`src/rtl/opb_register_ppc2simulink_hs.sv`:
```
// OPB slave mailbox: PPC writes a DATA word that a downstream consumer drains with a valid/ready handshake.
// Define OPB_REG_STATUS_EN to add the STATUS register with its saturating overwrite counter.
module opb_register_ppc2simulink_hs #(
  parameter logic [31:0] C_BASEADDR   = 32'hFFFFFFFF,
  parameter logic [31:0] C_HIGHADDR   = 32'h00000000,
  parameter int          C_OPB_AWIDTH = 32,
  parameter int          C_OPB_DWIDTH = 32,
  parameter string       C_FAMILY     = "virtex5"
) (
  input  logic                    OPB_Clk,
  input  logic                    OPB_Rst_n,
  input  logic [0:C_OPB_AWIDTH-1] OPB_ABus,
  input  logic [0:3]              OPB_BE,
  input  logic [0:C_OPB_DWIDTH-1] OPB_DBus,
  input  logic                    OPB_RNW,
  input  logic                    OPB_select,
  input  logic                    OPB_seqAddr,
  output logic [0:C_OPB_DWIDTH-1] Sl_DBus,
  output logic                    Sl_xferAck,
  output logic                    Sl_errAck,
  output logic                    Sl_retry,
  output logic                    Sl_toutSup,
  output logic [31:0]             user_data_out,
  output logic                    user_valid,
  input  logic                    user_ready
);

  logic                    w_hit;
  logic                    w_is_status;
  logic                    w_ack_now;
  logic                    w_wr_data;
  logic [31:0]             w_status;
  logic [31:0]             w_rdata;
  logic [1:0]              w_unused;

  logic                    r_ack;
  logic                    r_busy;
  logic [0:C_OPB_DWIDTH-1] r_sl_dbus;
  logic [31:0]             r_data;
  logic                    r_pending;

  assign w_unused    = {OPB_seqAddr, (C_FAMILY == "")};

  assign w_hit       = OPB_select && (OPB_ABus >= C_BASEADDR) && (OPB_ABus <= C_HIGHADDR);
  assign w_is_status = OPB_ABus[C_OPB_AWIDTH-3];
  // r_busy remembers that this select assertion was already acked
  assign w_ack_now   = w_hit && !r_busy;
  assign w_wr_data   = r_ack && OPB_select && !OPB_RNW && !w_is_status;
  assign w_rdata     = w_is_status ? w_status : r_data;

  always_ff @(posedge OPB_Clk or negedge OPB_Rst_n) begin
    if (!OPB_Rst_n) begin
      r_ack     <= 1'b0;
      r_busy    <= 1'b0;
      r_sl_dbus <= '0;
    end else begin
      r_ack     <= w_ack_now;
      r_busy    <= OPB_select && (r_busy || w_ack_now);
      r_sl_dbus <= (w_ack_now && OPB_RNW) ? w_rdata : '0;
    end
  end

  always_ff @(posedge OPB_Clk or negedge OPB_Rst_n) begin
    if (!OPB_Rst_n) begin
      r_data    <= '0;
      r_pending <= 1'b0;
    end else if (w_wr_data) begin
      for (int b = 0; b < 4; b++) begin
        if (OPB_BE[b]) r_data[31-8*b -: 8] <= OPB_DBus[8*b +: 8];
      end
      r_pending <= 1'b1;
    end else if (r_pending && user_ready) begin
      r_pending <= 1'b0;
    end
  end

`ifdef OPB_REG_STATUS_EN
  logic       w_wr_status;
  logic [7:0] r_ovf_cnt;

  assign w_wr_status = r_ack && OPB_select && !OPB_RNW && w_is_status;

  // A write landing on unconsumed data counts as an overwrite unless the consumer takes it the same cycle
  always_ff @(posedge OPB_Clk or negedge OPB_Rst_n) begin
    if (!OPB_Rst_n) begin
      r_ovf_cnt <= '0;
    end else if (w_wr_status) begin
      r_ovf_cnt <= '0;
    end else if (w_wr_data && r_pending && !user_ready && (r_ovf_cnt != 8'hFF)) begin
      r_ovf_cnt <= r_ovf_cnt + 8'd1;
    end
  end

  assign w_status = {r_pending, 23'd0, r_ovf_cnt};
`else
  assign w_status = '0;
`endif

  assign Sl_DBus       = r_sl_dbus;
  assign Sl_xferAck    = r_ack;
  assign Sl_errAck     = 1'b0;
  assign Sl_retry      = 1'b0;
  assign Sl_toutSup    = 1'b0;
  assign user_data_out = r_data;
  assign user_valid    = r_pending;

endmodule
```
`config.mk`:
```
export PLATFORM = sky130hd
export DESIGN_NAME = opb_register_ppc2simulink_hs
export DESIGN_NICKNAME = d
export VERILOG_FILES = /design/src/rtl/opb_register_ppc2simulink_hs.sv
export SDC_FILE = /design/constraint.sdc
export NUM_CORES = 1
export LEC_CHECK = 0
export CAP_MARGIN = 5
export CORE_MARGIN = 1
export CORE_UTILIZATION = 33
export CTS_CLUSTER_DIAMETER = 150
export DETAILED_ROUTE_END_ITERATION = 10
export GPL_TIMING_DRIVEN = 0
export PLACE_DENSITY = 0.76
export SETUP_SLACK_MARGIN = 0.4
export SLEW_MARGIN = 20
export SYNTH_ARGS = -nofsm -noshare
export SYNTH_HDL_FRONTEND = slang
export SYNTH_SLANG_ARGS = --single-unit
```
`constraint.sdc`:
```
create_clock -name OPB_Clk -period 1.15 [get_ports OPB_Clk]
set_input_delay 0.1725 -clock OPB_Clk [delete_from_list [all_inputs] [get_ports OPB_Clk]]
set_output_delay 0.1725 -clock OPB_Clk [all_outputs]
set_load 0.02 [all_outputs]
```
==> metrics.txt <==
Detailed Place HPWL 3.30 mm; Hold Path Class in2async; fin area 0.00412 mm2; die area 0.00726 mm2; Post-Route WL approximately 4.7 mm; DP Worst Slack -456 ps; syn avg cell area around 21 um2; worst flop-to-flop path startpoint Sl_xferAck; core area approximately 0.0065 mm2; Die Wd 85.2 um; grt total ovfl 0; H-tree depth 3; drt first pass iters 2; Mapped Area between 0.002 and 0.0025 mm2; hold_ws -243 ps; Slew Limit Fails 0; maximum vdd ir drop 0.908 mV; f_max 765 MHz; total CTS buffers 9; Starting Density between 30% and 40%; Core Rows 29; status finished, violations left; insertion delay of the later-clocked pin in the worst-skew pair approximately 320 ps; failing checks hold timing, setup timing; CP Capture Type flip-flop; DRC 0; nets ~360; largest net degree at the start of global routing 40; Final ANT Viol Nets 0; CP startpoint kind flip-flop; Max Fanout on Critical Path 8; IO Port Bufs between 100 and 150; Setup Crit Path Kind reg2reg; 1st-iter DRT viols 40; Setup TNS -4640 ps; RSZ-0062 raised after global routing true; WP data arrival between 1500 and 2000 ps; Worst-path clk slew about 70 ps; Cells after Synth 110; number of global-route vias before repair around 1,500; first-pass GRT wire length 7.39 mm; most frequent cells in the layout 66 x dfrtp_1, 65 x buf_6, 40 x clkdlybuf4s50_1; Cell Pwr Density around 1800 mW/mm2; most common cell after layout, fill and taps aside dfrtp_1; global-route usage over all layers 13.6%; initial antenna violation count 0; routed vias between 1,000 and 1,500; register area share after synthesis 72.3%; Antenna Cells 0; WL per Instance around 13 um; fin worst setup slack -157 ps; fin crit share 114%; distinct cell type count after synthesis 9; clock buffer depth 2; Die Y between 80 and 90 um; Via density 3.87; # setup viols final 33; CTS tree yes; Power, Total 7.46 mW; RePlAce Congestion slightly above 0.7; Synth Register Bits 66; min Tclk post-route 1310 ps; max_cap viols 0; leakage power 2.08 nW; Final Hold Viols 27; P&R area growth vs syn 80.3%; worst setup path startpoint Sl_xferAck; Sink Count 66; Ys Warns 0; Clk Tree Root Cell clkbuf_8; share of cells above drive strength 1 between 50% and 60%; Cell Area, Placed about 0.0036 mm2; # IOs 143; Req. time, crit path roughly 1400 ps; Final Skew about 3.8 ps
-- state kept, by name, summed over array words and instances, names as in the netlist --
signal         cells
Sl_xferAck         1
Sl_DBus           32
user_data_out     32
user_valid         1
-- metal layers --
metal | global-route usage (%) | part of all wire (%) | vias to the layer above | wire length, um
met5 | 0 | 0 | - | 0
met4 | 6.93 | 0.89 | 0 | 42
li1 | - | - | 684 | -
met2 | 21.3 | 49 | 65 | 2330
met3 | 6.32 | 9.7 | 8 | 457
met1 | 15.8 | 40 | 672 | 1880
-- cells by family (layout without fill, tap and decap cells) --
logic type             Yosys count  in the layout  share of synthesized area, %
and+or+nand+nor                  5              5                          4.05
AOI/OAI and AO/OA                1              1                         0.384
DFF                             66             66                          72.3
muxes                           32             32                          21.0
buffers and inverters            5            152                          2.03
other                            1             36                         0.164
-- layout make-up --
| type | instances | area [um2] |
|---|---|---|
| repair buffers | 131 | 1340 |
| well taps | 77 | 96.3 |
| flip-flops and latches | 66 | 1650 |
| fillers | 478 | 2410 |
| inverters | 1 | 3.75 |
| plain buffers | 4 | 42.5 |
| multi-input cells | 74 | 717 |
| clock buffers | 9 | 124 |
| clock inverters | 7 | 141 |
-- worst max-delay path: stages, from the launching register on --
cell,delay (ps)
dfrtp_1,370
and4bb_2,240
buf_12,160
nand2_8,100
mux2_4,310
-- report_power, final --
part | total (mW) | switching, mW | internal, mW
registers | 2.87 | 0.224 | 2.65
clock network | 2.52 | 0.858 | 1.66
logic | 2.07 | 0.785 | 1.28
-- final timing paths --
check / end / slack, ps / cells past startpoint
min in group OPB_Clk: user_valid / 450 / 3
worst min-delay path: user_data_out[25] / -240 / 1
worst max-delay path: user_data_out[8] / -160 / 4
worst min register to register: user_data_out[2] / 530 / 1
max in group asynchronous: Sl_DBus[9] / 870 / 2
worst max register to register: user_data_out[8] / -160 / 4
-- cell usage after synthesis --
master	instances	area, um2
dfrtp_1	66	1650
mux2_4	32	480
nand2_8	4	80.1
buf_4	3	22.5
a21o_2	1	8.76
and4bb_2	1	12.5
buf_12	1	20.0
conb_1	1	3.75
inv_1	1	3.75
-- timing repair --
| item | 4_1_cts | 5_1_grt |
|---|---|---|
| hold endpoints to repair | 27 | 27 |
| pin swaps | 1 | 0 |
| resized for setup | 391 | 0 |
| buffers inserted | 11 | 12 |
| endpoints found under the setup margin | 99 | 99 |
-- through the flow --
stage / std cells / utilization [%]
2_1_floorplan: 145 / -
3_3_place_gp: 329 / 54.8
3_5_place_dp: 330 / 55.1
4_1_cts: 357 / 61.7
5_1_grt: 369 / 63.0
6_report: 369 / 63.0
Power figures use the tool's default switching activity.
